**src/rtl/clause_coefficient_packer.sv**
```systemverilog
// Serial-to-parallel clause writer: literals arrive one per handshake and are
// packed into integer/boolean coefficient words, then handed off as one clause.

module coefficient_slot #(
    parameter int W = 4
) (
    input  logic         clk,
    input  logic         reset,
    input  logic         clear,
    input  logic         write,
    input  logic [W-1:0] din,
    output logic [W-1:0] value,
    output logic         written
);
    always_ff @(posedge clk) begin
        if (reset || clear) begin
            value   <= '0;
            written <= 1'b0;
        end else if (write) begin
            value   <= din;
            written <= 1'b1;
        end
    end
endmodule

module clause_coefficient_packer #(
    parameter int MAXIMUM_BIT_WIDTH_OF_INTEGER_VARIABLE_INDEX = 1,
    parameter int MAXIMUM_BIT_WIDTH_OF_BOOLEAN_VARIABLE_INDEX = 1,
    parameter int MAXIMUM_BIT_WIDTH_OF_INTEGER_COEFFICIENT    = 4,
    parameter int MAXIMUM_BIT_WIDTH_OF_BOOLEAN_COEFFICIENT    = 2,
    localparam int IIW = MAXIMUM_BIT_WIDTH_OF_INTEGER_VARIABLE_INDEX,
    localparam int BIW = MAXIMUM_BIT_WIDTH_OF_BOOLEAN_VARIABLE_INDEX,
    localparam int CI  = MAXIMUM_BIT_WIDTH_OF_INTEGER_COEFFICIENT,
    localparam int CB  = MAXIMUM_BIT_WIDTH_OF_BOOLEAN_COEFFICIENT,
    localparam int NI  = 1 << IIW,
    localparam int NB  = 1 << BIW,
    localparam int IW  = (IIW > BIW) ? IIW : BIW,
    localparam int LW  = $clog2(NI + NB + 1)
) (
    input  logic              clk,
    input  logic              reset,
    input  logic              in_literal_valid,
    output logic              out_literal_ready,
    input  logic              in_literal_is_boolean,
    input  logic [IW-1:0]     in_literal_index,
    input  logic [CI-1:0]     in_literal_coefficient,
    input  logic              in_literal_last,
    output logic              out_clause_valid,
    input  logic              in_clause_ready,
    output logic [NI*CI-1:0]  out_integer_coefficients,
    output logic [NB*CB-1:0]  out_boolean_coefficients,
    output logic [LW-1:0]     out_literal_count,
    output logic              out_error
);
    typedef enum logic {COLLECT = 1'b0, HOLD = 1'b1} state_t;

    state_t state, state_next;

    logic [NI-1:0][CI-1:0] int_value;
    logic [NB-1:0][CB-1:0] bool_value;
    logic [NI-1:0]         int_we, int_written;
    logic [NB-1:0]         bool_we, bool_written;
    logic                  accept, handoff, drop, dup;
    logic                  int_drop, bool_drop;
    logic [LW-1:0]         count;
    logic                  error;

    assign accept  = in_literal_valid && (state == COLLECT);
    assign handoff = (state == HOLD) && in_clause_ready;

    // Out-of-range index or oversized boolean coefficient drops the literal.
    assign int_drop  = (in_literal_index >> IIW) != '0;
    assign bool_drop = ((in_literal_index >> BIW) != '0) ||
                       ((in_literal_coefficient >> CB) != '0);
    assign drop      = in_literal_is_boolean ? bool_drop : int_drop;

    genvar k;
    generate
        for (k = 0; k < NI; k++) begin : g_int
            assign int_we[k] = accept && !in_literal_is_boolean && !drop &&
                               (in_literal_index[IIW-1:0] == IIW'(k));
            coefficient_slot #(.W(CI)) u_slot (
                .clk     (clk),
                .reset   (reset),
                .clear   (handoff),
                .write   (int_we[k]),
                .din     (in_literal_coefficient),
                .value   (int_value[k]),
                .written (int_written[k])
            );
        end
        for (k = 0; k < NB; k++) begin : g_bool
            assign bool_we[k] = accept && in_literal_is_boolean && !drop &&
                                (in_literal_index[BIW-1:0] == BIW'(k));
            coefficient_slot #(.W(CB)) u_slot (
                .clk     (clk),
                .reset   (reset),
                .clear   (handoff),
                .write   (bool_we[k]),
                .din     (in_literal_coefficient[CB-1:0]),
                .value   (bool_value[k]),
                .written (bool_written[k])
            );
        end
    endgenerate

    assign dup = (|(int_we & int_written)) || (|(bool_we & bool_written));

    always_ff @(posedge clk) begin
        if (reset) begin
            state <= COLLECT;
            count <= '0;
            error <= 1'b0;
        end else begin
            state <= state_next;
            if (handoff) begin
                count <= '0;
                error <= 1'b0;
            end else if (accept) begin
                if (drop) begin
                    error <= 1'b1;
                end else begin
                    if (count != LW'(NI + NB))
                        count <= count + LW'(1);
                    if (dup)
                        error <= 1'b1;
                end
            end
        end
    end

    always_comb begin
        state_next = state;
        case (state)
            COLLECT: if (accept && in_literal_last) state_next = HOLD;
            HOLD:    if (in_clause_ready)           state_next = COLLECT;
            default: state_next = COLLECT;
        endcase
    end

    // Handshake outputs decode straight from the state flop.
    assign out_literal_ready        = (state == COLLECT);
    assign out_clause_valid         = (state == HOLD);
    assign out_integer_coefficients = int_value;
    assign out_boolean_coefficients = bool_value;
    assign out_literal_count        = count;
    assign out_error                = error;
endmodule
```
**config.mk**
```make
export PLATFORM = sky130hd
export DESIGN_NAME = clause_coefficient_packer
export DESIGN_NICKNAME = d
export VERILOG_FILES = /design/src/rtl/clause_coefficient_packer.sv
export SDC_FILE = /design/constraint.sdc
export NUM_CORES = 1
export LEC_CHECK = 0
export CAP_MARGIN = 20
export CORE_MARGIN = 8
export CORE_UTILIZATION = 24
export DETAILED_ROUTE_END_ITERATION = 8
export HOLD_SLACK_MARGIN = 0.1
export PLACE_DENSITY = 0.53
export SLEW_MARGIN = 15
export SYNTH_ARGS = -nofsm -noshare
export SYNTH_HDL_FRONTEND = slang
export SYNTH_SLANG_ARGS = --single-unit
```
**constraint.sdc**
```tcl
create_clock -name clk -period 3.2 [get_ports clk]
set_input_delay 0.64 -clock clk [delete_from_list [all_inputs] [get_ports clk]]
set_output_delay 0.64 -clock clk [all_outputs]
set_load 0.01 [all_outputs]
```
==> impl_metrics.yaml <==
outcome:
  status: "finished, final reports clean"
sta:
  grt_setup_unrepaired: "false"
  finalSetupTns_ns: 0
  layout_setup_ws_ns: 1.137
  fin_crit_sh_pct: 64.48
  fmax_ghz: 0.4846
  fin_crit_ns: 2.063
  finClkSkew_ns: 0.001787
  slew_headroom_pct: 67.93
  final_max_slew_viol_count: 0
  worstMarginPinSlew_ns: 0.4800
  setup_viol: 0
  final_hold_viol_count: 0
global_route:
  grt_usage_pct: 7.993
  grt_max_degree: 21
  overflow: 0
  antenna_found_initial: 0
  grt_pass1_wl_mm: 4.015
  grt_pass1_vias: 824
clock_tree:
  cts_root_buffer: "clkbuf_8"
  cts_buffer_depth: 2
  clkSlewWorstSetupHoldPaths_ns: 0.08
  clock_latency_ns: 0.26
  htreeDepth: 1
  clock_sinks: 21
  cts_tree: "done"
  numCtsBuffers: 3
  post-cts-setup-buffers: 0
  cts_resized: 0
  cts_hold_buffers: 0
placed_design:
  finalWeightedCongestion: 0.7750
  portBuffers: 28
  preCtsSetupSlack_ns: 0.9266
  dp_hpwl_mm: 1.845
setup_path:
  critPathArrivalTime_ns: 1.42
  crit_buf_inv: 1
  path_delay_family: "buffers and inverters"
  path_class: "flip-flop to primary output"
  crit_slowest_cell: "clkdlybuf4s50_1"
  cp.required_ns: 2.56
  endpoint_kind: "primary output"
  worstPathCellList: "clkdlybuf4s50_1"
  cp_max_fo: 11
  worstSetupStartpointType: "flip-flop"
  max_stage_delay_ns: 0.61
power_and_ir_drop:
  cellLeakagePower_nw: 0.4372
  power.density_nw_per_um2: 409.6
  peakVddDrop_v: 0.0002113
floorplan:
  row_count: 23
  die_h_um: 79.28
  die_w_um: 79.28
  die_area_um2: 6285
  coreArea_um2: 3914
  io_pins: 29
  initial_core_util_pct: 24.55
drt:
  vias_per_cell: 4.670
  remaining_drc_errors: 0
  dr.pass1.iters: 4
  dr_wl_met3_um: 147
  wl_met1_mm: 1.061
  vias: 822
  wl_mm: 2.404
  ant_nets: 0
  routed.top_layer: "met4"
  post_drt_wl_per_cell_um: 13.66
  wl_met2_mm: 1.156
  drtIter0Drc: 26
logic_synthesis:
  ys_seq_area_share_pct: 43.75
  avgSynthCellArea_um2: 9.609
  ys_types: 31
  synth_area_um2: 960.9
  synth_warnings: 0
  synth_nets: 113
  ys_ff_latch: 21
  syn_inst: 100
layout:
  fin_nets: 140
  area_growth_pct: 35.68
  layout_common_cells: "clkdlybuf4s50_1 (28), dfxtp_1 (21), nor2_1 (15), a21oi_1 (9), mux2i_1 (8)"
  antenna_cells: 0
  final_common_cell: "clkdlybuf4s50_1"
  drive_above_1_share_pct: 7.937
flow_run:
  cap_violations: 0
hold_path:
  hp-class: "flip-flop to flip-flop"
==> report_power, final <==
group / switching [mW] / internal [mW]
logic: 0.0405 / 0.0414
registers: 0.00730 / 0.270
clock network: 0.0864 / 0.0887
total: 0.134 / 0.400
==> through the flow <==
stage / instance area [um^2] / hold WS (ns) / power [mW] / util, % / cells
global route: 1304 / 0.4948 / 0.5622 / 33.31 / 176
CTS: 1304 / 0.4776 / 0.5445 / 33.31 / 176
floorplan: 960.9 / 0.4313 / 0.3278 / - / 100
detailed placement: 1259 / 0.4589 / 0.3661 / 32.16 / 172
global placement: 1259 / 0.4519 / 0.3647 / 32.16 / 172
finish: 1304 / 0.4714 / 0.5341 / 33.31 / 176
==> kinds of logic (layout without fill, tap and decap cells) <==
family / Yosys count / after routing / share of synthesized area [%]
AOI/OAI and AO/OA: 24 / 24 / 15.63
buffers and inverters: 10 / 36 / 6.249
adders and majority gates: 2 / 2 / 2.604
and+or+nand+nor: 34 / 34 / 22.27
DFF: 21 / 21 / 43.75
muxes: 9 / 9 / 9.505
==> routing by layer <==
| metal | track usage (%) | up-vias |
|---|---|---|
| met2 | 13.39 | 23 |
| met5 | 0 | - |
| met1 | 8.707 | 385 |
| li1 | - | 409 |
| met4 | 3.889 | 0 |
| met3 | 2.935 | 5 |
==> final timing paths <==
kind	from	end	slack [ns]	cells past startpoint
hold / removal	g_int[0].u_slot.written	g_int[0].u_slot.written	0.47	2
hold reg to reg	g_int[0].u_slot.written	g_int[0].u_slot.written	0.47	2
setup / recovery	out_clause_valid	out_clause_valid	1.14	1
setup reg to reg	out_clause_valid	out_error	1.82	3
==> state kept, by name, indices dropped and copies added (netlist names) <==
name	flops
g_int.u_slot.value	8
g_bool.u_slot.value	4
out_literal_count	3
g_bool.u_slot.written	2
g_int.u_slot.written	2
out_clause_valid	1
out_error	1
==> synth_stat cells <==
cell | n | share of area (%)
a211oi_1 | 1 | 0.78
a21boi_0 | 1 | 0.78
nand2_1 | 2 | 0.78
o31ai_1 | 4 | 3.1
nor3b_1 | 1 | 0.78
and4bb_2 | 1 | 1.3
mux2_2 | 1 | 1.2
or3b_1 | 1 | 0.91
clkbuf_1 | 3 | 1.2
inv_1 | 4 | 1.6
a21oi_1 | 9 | 4.7
or4_1 | 1 | 0.78
nand4_1 | 5 | 3.3
o41ai_1 | 1 | 0.91
buf_6 | 3 | 3.5
nand2b_4 | 1 | 1.4
nor3b_2 | 1 | 1.3
mux2i_1 | 8 | 8.3
nor4b_4 | 1 | 2.5
o21ai_0 | 3 | 1.6
dfxtp_1 | 21 | 44
a31oi_1 | 2 | 1.3
nand3_1 | 2 | 1.0
and2b_2 | 1 | 0.91
o21bai_1 | 1 | 0.78
a21o_2 | 1 | 0.91
nand3b_1 | 1 | 0.78
and2_1 | 1 | 0.65
o21a_1 | 1 | 0.78
ha_1 | 2 | 2.6
nor2_1 | 15 | 5.9
==> area by class of cell <==
type,count,area (um^2)
tap,50,62.56
inverter,4,15.01
sequential,21,420.4
clock buffer,4,45.04
multi-input combinational,69,480.5
fill,430,2610
timing repair buffer,28,280.3
Power figures use the tool's default switching activity.
